**src/rtl/dp_fifos_reset_pkg.sv**
```systemverilog
// Shared state codes and helpers for the dual-clock FIFO reset sequencer.
package dp_fifos_reset_pkg;

   localparam int unsigned ST_RST_HOLD      = 0;
   localparam int unsigned ST_WAIT_BUSY_OFF = 1;
   localparam int unsigned ST_DONE          = 2;
   localparam int unsigned ST_ERROR         = 3;

   typedef enum int unsigned {
      SEQ_RST_HOLD      = ST_RST_HOLD,
      SEQ_WAIT_BUSY_OFF = ST_WAIT_BUSY_OFF,
      SEQ_DONE          = ST_DONE,
      SEQ_ERROR         = ST_ERROR
   } seq_state_e;

   function automatic int unsigned cnt_width(
      input int unsigned a,
      input int unsigned b
   );
      int unsigned m;
      m = (a > b) ? a : b;
      return ($clog2(m) < 1) ? 1 : $clog2(m);
   endfunction

   function automatic logic is_legal_state(input int unsigned s);
      return s <= ST_ERROR;
   endfunction

endpackage

```
**src/rtl/dp_fifos_reset_seq_busy_reduce.sv**
```systemverilog
// Registers per-FIFO rd|wr reset-busy and reduces it to a single any-busy flag.
module dp_fifos_busy_reduce #(
   parameter int NumFifos = 4
) (
   input  logic                clk_i,
   input  logic                arst_i,
   input  logic [NumFifos-1:0] wr_busy_i,
   input  logic [NumFifos-1:0] rd_busy_i,
   output logic [NumFifos-1:0] busy_status_o,
   output logic                any_busy_o
);

   logic [NumFifos-1:0] r_busy;

   always_ff @(posedge clk_i or posedge arst_i) begin
      if (arst_i) r_busy <= '0;
      else        r_busy <= wr_busy_i | rd_busy_i;
   end

   assign busy_status_o = r_busy;
   assign any_busy_o    = |r_busy;

endmodule

```
**src/rtl/dp_fifos_reset_seq.sv**
```systemverilog
// Reset sequencer for a group of dual-clock FIFOs with TMR state export.
// Optional macro DP_FIFOS_RST_SEQ_COUNT_EN adds rst_count_o (entries into DONE).
module dp_fifos_reset_seq
   import dp_fifos_reset_pkg::*;
#(
   parameter int NumFifos      = 4,
   parameter int RstHoldCycles = 3,
   parameter int BusyTimeout   = 256,
   parameter int StateBitWidth = 3
) (
   input  logic                     slower_clk_i,
   input  logic                     arst_i,
   input  logic                     rst_req_i,
   input  logic [NumFifos-1:0]      fifo_wr_reset_is_busy_i,
   input  logic [NumFifos-1:0]      fifo_rd_reset_is_busy_i,
   output logic                     fifo_rst_o,
   output logic                     fifo_rst_done_o,
   output logic [NumFifos-1:0]      busy_status_o,
   output logic                     seeerr_sig_o,
   output logic                     timeout_err_o,
`ifdef DP_FIFOS_RST_SEQ_COUNT_EN
   output logic [15:0]              rst_count_o,
`endif
   output logic [StateBitWidth-1:0] actual_state_o,
   input  logic [StateBitWidth-1:0] actual_state_i
);

   localparam int CW = int'(cnt_width(RstHoldCycles, BusyTimeout));
   localparam logic [CW-1:0] HOLD_LAST = CW'(RstHoldCycles - 1);
   localparam logic [CW-1:0] TO_LAST   = CW'(BusyTimeout - 1);

   localparam logic [StateBitWidth-1:0] S_HOLD = StateBitWidth'(ST_RST_HOLD);
   localparam logic [StateBitWidth-1:0] S_WAIT = StateBitWidth'(ST_WAIT_BUSY_OFF);
   localparam logic [StateBitWidth-1:0] S_DONE = StateBitWidth'(ST_DONE);
   localparam logic [StateBitWidth-1:0] S_ERR  = StateBitWidth'(ST_ERROR);

   logic [StateBitWidth-1:0] r_state;
   logic [StateBitWidth-1:0] w_next;
   logic [CW-1:0]            r_cnt;
   logic [CW-1:0]            w_cnt_next;
   logic                     r_timeout;
   logic                     w_set_to;
   logic                     w_any_busy;

   dp_fifos_busy_reduce #(
      .NumFifos(NumFifos)
   ) u_busy (
      .clk_i        (slower_clk_i),
      .arst_i       (arst_i),
      .wr_busy_i    (fifo_wr_reset_is_busy_i),
      .rd_busy_i    (fifo_rd_reset_is_busy_i),
      .busy_status_o(busy_status_o),
      .any_busy_o   (w_any_busy)
   );

   // Next state decodes from the voted state, never from the raw register.
   always_comb begin
      w_next     = actual_state_i;
      w_cnt_next = r_cnt;
      w_set_to   = 1'b0;
      case (actual_state_i)
         S_HOLD: begin
            if (rst_req_i)               w_cnt_next = '0;
            else if (r_cnt == HOLD_LAST) w_next = S_WAIT;
            else                         w_cnt_next = r_cnt + 1'b1;
         end
         S_WAIT: begin
            if (rst_req_i)             w_next = S_HOLD;
            else if (!w_any_busy)      w_next = S_DONE;
            else if (r_cnt == TO_LAST) begin
               w_next   = S_ERR;
               w_set_to = 1'b1;
            end
            else                       w_cnt_next = r_cnt + 1'b1;
         end
         S_DONE: begin
            if (rst_req_i) w_next = S_HOLD;
         end
         S_ERR:   w_next = S_HOLD;
         default: w_next = S_ERR;
      endcase
      if (w_next != actual_state_i) w_cnt_next = '0;
   end

   always_ff @(posedge slower_clk_i or posedge arst_i) begin
      if (arst_i) begin
         r_state   <= S_HOLD;
         r_cnt     <= '0;
         r_timeout <= 1'b0;
      end else begin
         r_state   <= w_next;
         r_cnt     <= w_cnt_next;
         r_timeout <= r_timeout | w_set_to;
      end
   end

   assign actual_state_o  = r_state;
   assign timeout_err_o   = r_timeout;
   assign fifo_rst_o      = (actual_state_i == S_HOLD);
   assign fifo_rst_done_o = (actual_state_i == S_DONE);
   assign seeerr_sig_o    = !is_legal_state(32'(actual_state_i));

`ifdef DP_FIFOS_RST_SEQ_COUNT_EN
   logic [15:0] r_rst_count;

   always_ff @(posedge slower_clk_i or posedge arst_i) begin
      if (arst_i)
         r_rst_count <= '0;
      else if (w_next == S_DONE && actual_state_i != S_DONE &&
               r_rst_count != 16'hFFFF)
         r_rst_count <= r_rst_count + 16'd1;
   end

   assign rst_count_o = r_rst_count;
`endif

`ifndef SYNTHESIS
   int   r_hi_cnt;
   int   r_wait_cnt;
   logic r_rst_q;

   always_ff @(posedge slower_clk_i or posedge arst_i) begin
      if (arst_i) begin
         r_hi_cnt   <= 0;
         r_wait_cnt <= 0;
         r_rst_q    <= 1'b1;
      end else begin
         r_rst_q <= fifo_rst_o;
         if (fifo_rst_o) begin
            r_hi_cnt <= r_hi_cnt + 1;
         end else begin
            if (r_hi_cnt != 0)
               assert (r_hi_cnt >= RstHoldCycles)
                  else $error("fifo_rst_o short pulse: %0d", r_hi_cnt);
            r_hi_cnt <= 0;
         end
         // A reset release must resolve to DONE or ERROR in bounded time.
         if (fifo_rst_done_o || fifo_rst_o || seeerr_sig_o ||
             actual_state_i == S_ERR)
            r_wait_cnt <= 0;
         else if (r_rst_q)
            r_wait_cnt <= 1;
         else if (r_wait_cnt != 0)
            r_wait_cnt <= r_wait_cnt + 1;
         assert (r_wait_cnt <= BusyTimeout + 1)
            else $error("rst release never resolved");
      end
   end
`endif

endmodule

```
**config.mk**
```make
export PLATFORM = sky130hd
export DESIGN_NAME = dp_fifos_reset_seq
export DESIGN_NICKNAME = d
export VERILOG_FILES = /design/src/rtl/dp_fifos_reset_pkg.sv /design/src/rtl/dp_fifos_reset_seq_busy_reduce.sv /design/src/rtl/dp_fifos_reset_seq.sv
export SDC_FILE = /design/constraint.sdc
export NUM_CORES = 1
export LEC_CHECK = 0
export BUFFER_PORTS_ARGS = -buffer_cell sky130_fd_sc_hd__buf_2
export CAP_MARGIN = 5
export CORE_MARGIN = 10
export CORE_UTILIZATION = 50
export DETAILED_ROUTE_END_ITERATION = 7
export PLACE_DENSITY_LB_ADDON = 0.25
export SLEW_MARGIN = 0
export SYNTH_ARGS = -nofsm -noshare
export SYNTH_HDL_FRONTEND = slang
export SYNTH_HIERARCHICAL = 1
export SYNTH_SLANG_ARGS = --single-unit
```
**constraint.sdc**
```tcl
create_clock -name slower_clk_i -period 1.97 [get_ports slower_clk_i]
set_input_delay 0.394 -clock slower_clk_i [delete_from_list [all_inputs] [get_ports slower_clk_i]]
set_output_delay 0.394 -clock slower_clk_i [all_outputs]
set_load 0.02 [all_outputs]
```
==> results.toml, run 1 <==
[outcome]
status = "finished, final reports clean"

[synthesis]
ys_top_cells_by_count = "16 x dfrtp_1, 11 x a21oi_1, 7 x inv_1, 7 x nor2_1"
synth_top_area_share = 0.4384
synth_area_per_cell_sq_um = 9.320
ys_seq_elements = 16
yosysMostFrequentCell = "dfrtp_1"
async_flop_share = 1.000
netlist_instances = 98
synth_top_family_by_area = "simple AND/OR/NAND/NOR gates"
synthAdderAreaFrac = 0.02740
synth_fp_nets = 114
muxShareOfSynthArea = 0
synthSimpleGateAreaFrac = 0.2863
syn_area_sq_um = 913.4
synthXorXnorAreaFrac = 0.009589
synth_ff_type = "dfrtp_1"
synth_compound_area_frac = 0.1699
synth-edff-count = 0
synth.distinct_cells = 34
synth-seq-area-share = 0.4384
yosysTopAreaCell = "dfrtp_1"
synthTopCellsByArea = "dfrtp_1 44%, a21oi_1 6.0%, or2_2 3.4%, o21ai_0 3.3%, or4_1 3.3%"
yosysWarnings = 6

[cts]
cts_num_sinks = 16
cts_buffers = 3
cts.clk_slew.worst_paths_ns = 0.09
ctsHtreeMaxLevel = 1
cts_buffer_depth = 2
post_cts_buffers = 0
clk_latency_ns = 0.29
cts_tree = "done"
cts_root_buffer = "clkbuf_4"

[layout]
layout-drive-gt1-share = 0.3438
fin_nets = 145
multiInputGateArea_sq_um = 462.9
area_growth_pct = 22.33
regArea_sq_um = 400.4
antenna_cells = 0
final_core_util = 0.6471
nFillCells = 159

[placement]
portBuffers = 24
hpwl_mm = 1.645
gp_congestion = 0.8264

[die]
core_sq_mm = 0.001727
start_util = 0.5290
ioPinCount = 25
die_y_um = 62.74
die_w_um = 62.74
num_rows = 15
die-area_sq_mm = 0.003936

[hold_path]
whs_path_depth = 2
hp-class = "input port to flip-flop"
hold_start = "fifo_wr_reset_is_busy_i[3]"
whs_endpoint = "u_busy/busy_status_o[3]"

[pwr]
powerDensity_mw_per_mm2 = 584.4
p_sw_mw = 0.1676
p_int_mw = 0.4854
power_frac_clock = 0.334
pwr-share-comb = 0.147
p_sw_frac = 0.2566
pwr-share-seq = 0.519
power.total_mw = 0.6529
ir_worst_vdd_uv = 557.3
leakage_nw = 0.5078

[grt]
grt-ovfl-total = 0
track_usage = 0.1162
antenna_found_initial = 0
grt_pass1_vias = 853
grt_max_degree = 13
grt_pass1_wl_mm = 3.822

[drt]
viasPerCell = 5.418
drt_pre_antenna_iters = 4
wire_per_inst_um = 14.27
drt_iter0_drc = 21
drt-total-wl_mm = 2.183
drcViolationCount = 0
ant_nets = 0
vias = 829

[setup_path]
cp_max_fo = 12
critPathLaunchType = "flip-flop"
required_ns = 2.19
r2r_cells = 6
path_class = "flip-flop to flip-flop"
end_kind = "flip-flop"
arrival_ns = 2.09
rrSetupSlack_ns = 0.1
r2r_start = "r_cnt[0]"
r2r-end = "r_cnt[5]"
crit_start = "r_cnt[0]"

[sta]
hold_violations = 0
slew_violations = 0
finalCriticalPeriod_ns = 1.871
timing.slew.headroom = 0.5344
timing.hold.ws_ns = 0.2819
skew_ns = 0.002146
tightest_slew_ns = 0.6984
fmax_mhz = 534.5
tns_ns = 0
setup-violations-final = 0
rsz0062_at_grt = "no"
min_period_over_period = 0.9496

[job]
cap_violations = 0
[critical path, cell delays in order (launching register included)]
cell and delay (ns):
dfrtp_1 0.40, inv_1 0.08, ha_1 0.19, and4b_1 0.22, o22a_4 0.25, or4_1 0.51, a21oi_1 0.15
[final cells by class]
| class | count | share of cell area |
|---|---|---|
| Multi-Input combinational cell | 72 | 0.4143 |
| Clock buffer | 4 | 0.03247 |
| Tap cell | 25 | 0.02800 |
| Inverter | 7 | 0.02352 |
| Timing Repair Buffer | 29 | 0.1433 |
| Sequential cell | 16 | 0.3583 |
[stage by stage]
step	worst slack, ns	cell area [sq um]	instances
global placement	0.06565	1062	148
detailed placement	0.04579	1062	148
global route	0.009285	1117	153
floorplan	0.1138	913.4	98
finish	0.09920	1117	153
CTS	0.06207	1109	153
[power groups by stage]
stage / clock [mW] / combinational [mW] / sequential [mW]
after floorplan: 0 / 0.0491 / 0.355
after global placement: 0 / 0.0919 / 0.345
after detailed placement: 0 / 0.0944 / 0.345
after CTS: 0.221 / 0.0964 / 0.339
after global routing: 0.233 / 0.107 / 0.339
final: 0.218 / 0.0959 / 0.339
[registers in the layout, summed over array words and instances (netlist names)]
| register | count |
|---|---|
| u_busy/busy_status_o | 4 |
| actual_state_o | 3 |
| r_cnt | 8 |
| timeout_err_o | 1 |
[how the worst max path moves through the flow]
stage | slack [ns] | to | cells after the start
finish | 0.1 | r_cnt[5] | 6
global route | 0.009 | r_cnt[3] | 7
floorplan | 0.11 | r_cnt[6] | 6
global placement | 0.07 | r_cnt[5] | 5
CTS | 0.06 | r_cnt[5] | 6
detailed placement | 0.05 | r_cnt[5] | 5
[metal layers]
metal | track usage | part of all wire | vias up
met2 | 0.2103 | 0.50 | 20
met4 | 0.04190 | 0.017 | 0
met5 | 0 | 0 | -
met1 | 0.1229 | 0.44 | 393
li1 | - | - | 412
met3 | 0.03584 | 0.046 | 4
[repair_timing]
item | 4_1_cts | 5_1_grt
hold buffers | 1 | 0
setup endpoints to repair | 0 | 5
hold endpoints to repair | 4 | 0
gates resized for setup | 0 | 3
[layout by cell type (no fill, tap or decap), drive strengths merged]
master,synthesis,layout
a21oi,11,11
a31oi,2,2
and3,3,3
and4b,1,1
buf,2,28
clkbuf,0,4
conb,1,1
dfrtp,16,16
dlygate4sd3,1,1
ha,2,2
inv,7,7
nand2,6,6
nand2b,1,1
nand3,5,5
nand3b,1,1
nand4,2,2
nand4b,2,2
nor2,8,8
nor3,1,1
nor3b,1,1
nor4,1,1
o2111ai,1,1
o211a,1,1
o211ai,1,1
o21ai,6,6
o22a,1,1
o22ai,1,1
o31ai,1,1
or2,5,5
or3,2,2
or4,4,4
xor2,1,1
[logic make-up (layout without fill, tap and decap cells)]
| group | after synthesis | after routing |
|---|---|---|
| AO/OA/AOI/OAI | 25 | 25 |
| AND/OR/NAND/NOR | 43 | 43 |
| other | 1 | 1 |
| buffers and inverters | 10 | 40 |
| XOR/XNOR | 1 | 1 |
| flip-flops | 16 | 16 |
| adder cells (fa/ha/maj) | 2 | 2 |
Power figures use the tool's default switching activity.
==> run 2, diff against run 1 <==
--- a/config.mk
+++ b/config.mk
@@ -11,6 +11,7 @@
 export CORE_UTILIZATION = 50
 export DETAILED_ROUTE_END_ITERATION = 7
 export PLACE_DENSITY_LB_ADDON = 0.25
+export SETUP_SLACK_MARGIN = 0.2
 export SLEW_MARGIN = 0
 export SYNTH_ARGS = -nofsm -noshare
 export SYNTH_HDL_FRONTEND = slang
==> run 2 against run 1 <==
Against the previous run:
- clock power decreased by 14%
- sequential share of layout area down 2.1 points
- maximum frequency rose by 5.9%
- largest cell class unchanged
==> results.toml, run 2 (synthesis results as in run 1) <==
[sta]
timing.slew.headroom = 0.5276
tightest_slew_ns = 0.7087
min_period_over_period = 0.8965
finalCriticalPeriod_ns = 1.766
layout_setup_ws_ns = 0.2039
tns_ns = 0
rsz0062_at_grt = "yes"
setup-violations-final = 0
skew_ns = 0.005745
slew_violations = 0
fmax_mhz = 566.2
hold_violations = 0

[layout]
layout_common_cells = "24 x buf_2, 15 x dfrtp_1, 7 x a21oi_1, 7 x buf_4"
antenna_cells = 0
largest-register = "r_cnt"
nFillCells = 141
regArea_sq_um = 401.6
multiInputGateArea_sq_um = 511.7
final_core_util = 0.6899
layout-drive-gt1-share = 0.4545
fin_nets = 149
area_growth_pct = 30.41
final_common_cell = "buf_2"
largest_register_ffs = 8

[hold_path]
hp-class = "input port to flip-flop"
whs_path_depth = 2
hold_start = "fifo_wr_reset_is_busy_i[2]"
whs_endpoint = "u_busy/busy_status_o[2]"

[cts]
cts_buffers = 3
cts_buffer_depth = 2
cts_num_sinks = 16
cts_tree = "done"
cts.clk_slew.worst_paths_ns = 0.10
ctsHtreeMaxLevel = 1
cts_root_buffer = "clkbuf_4"
clk_latency_ns = 0.30

[grt]
track_usage = 0.1222
antenna_found_initial = 0
grt_pass1_wl_mm = 3.967
grt-ovfl-total = 0
grt_pass1_vias = 868
grt_max_degree = 13

[die]
start_util = 0.5290
num_rows = 15
ioPinCount = 25
die-area_sq_mm = 0.003936
core_sq_mm = 0.001727
die_w_um = 62.74
die_y_um = 62.74

[setup_path]
required_ns = 2.16
critPathLaunchType = "flip-flop"
rrSetupSlack_ns = 0.20
end_kind = "flip-flop"
r2r_cells = 7
arrival_ns = 1.95
r2r_start = "u_busy/busy_status_o[2]"
r2r-end = "r_cnt[7]"
path_class = "flip-flop to flip-flop"
cp_max_fo = 8

[pwr]
pwr-share-comb = 0.164
ir_worst_vdd_uv = 528.9
power_frac_clock = 0.298
leakage_nw = 0.5287
pwr-share-seq = 0.538
power.total_mw = 0.6309
p_sw_frac = 0.2762
p_sw_mw = 0.1742
powerDensity_mw_per_mm2 = 529.7
p_int_mw = 0.4567

[drt]
drt_pre_antenna_iters = 4
drt-total-wl_mm = 2.230
drt_iter0_drc = 29
vias = 838
drcViolationCount = 0
ant_nets = 0
viasPerCell = 5.338
wire_per_inst_um = 14.20

[placement]
hpwl_mm = 1.679
gp_congestion = 0.8243
post-place-ws_ns = 0.03421
portBuffers = 24

[outcome]
status = "finished, final reports clean"

[job]
cap_violations = 0
## run 2: cell count changes in the layout (fill, tap and decap cells not counted), moves of 3 or more
cell,change
a21oi_2,+3
a21oi_1,-3
or4_1,-4
or4_4,+4
buf_4,+3
## run 2: worst max-delay path, cell delays in order, from the launching register on
cell      delay [ns]
dfrtp_1         0.39
or4_4           0.56
nand4_4         0.10
buf_6           0.12
a21oi_2         0.04
o211ai_1        0.16
buf_4           0.21
a21oi_1         0.07
## run 2: per-layer routing
| layer | routed length (um) | vias to the layer above | GRT usage |
|---|---|---|---|
| met2 | 1114 | 20 | 0.2077 |
| met4 | 44 | 0 | 0.05028 |
| met1 | 965 | 388 | 0.1377 |
| met5 | 0 | - | 0 |
| li1 | - | 425 | - |
| met3 | 106 | 5 | 0.03763 |
## run 2: repair_timing
item                                    CTS  global route
pin swaps                                 7             1
gates cloned                              0             0
hold buffers                              1             0
resized for setup                         7             7
endpoints found under the setup margin    8             8
buffers inserted                          2             1
hold endpoints to repair                  4             0
## run 2: how the worst max path moves through the flow
stage                            start  endpoint
3_3_place_gp         actual_state_i[2]  r_cnt[5]
2_1_floorplan        actual_state_i[0]  r_cnt[6]
3_5_place_dp         actual_state_i[2]  r_cnt[5]
4_1_cts                       r_cnt[0]  r_cnt[4]
5_1_grt        u_busy/busy_status_o[2]  r_cnt[7]
6_report       u_busy/busy_status_o[2]  r_cnt[7]
## run 2: area by class of cell
cell class,count,share of cell area
Tap cell,25,0.02626
Clock buffer,4,0.02206
Multi-Input combinational cell,72,0.4296
Timing Repair Buffer,33,0.1628
Sequential cell,16,0.3372
Inverter,7,0.02206
## run 2: stage by stage
step	hold slack (ns)	cell area, sq um	cells
2_1_floorplan	0.1600	932.1	98
3_3_place_gp	0.2838	1089	149
3_5_place_dp	0.2953	1089	149
4_1_cts	0.2741	1157	156
5_1_grt	0.2626	1191	157
6_report	0.2747	1191	157
## run 2: power groups by stage
stage	Sequential, mW	Combinational, mW	Clock (mW)
2_1_floorplan	0.356	0.0514	0
5_1_grt	0.340	0.115	0.212
3_3_place_gp	0.345	0.0963	0
3_5_place_dp	0.346	0.0980	0
6_report	0.339	0.104	0.188
4_1_cts	0.339	0.102	0.191
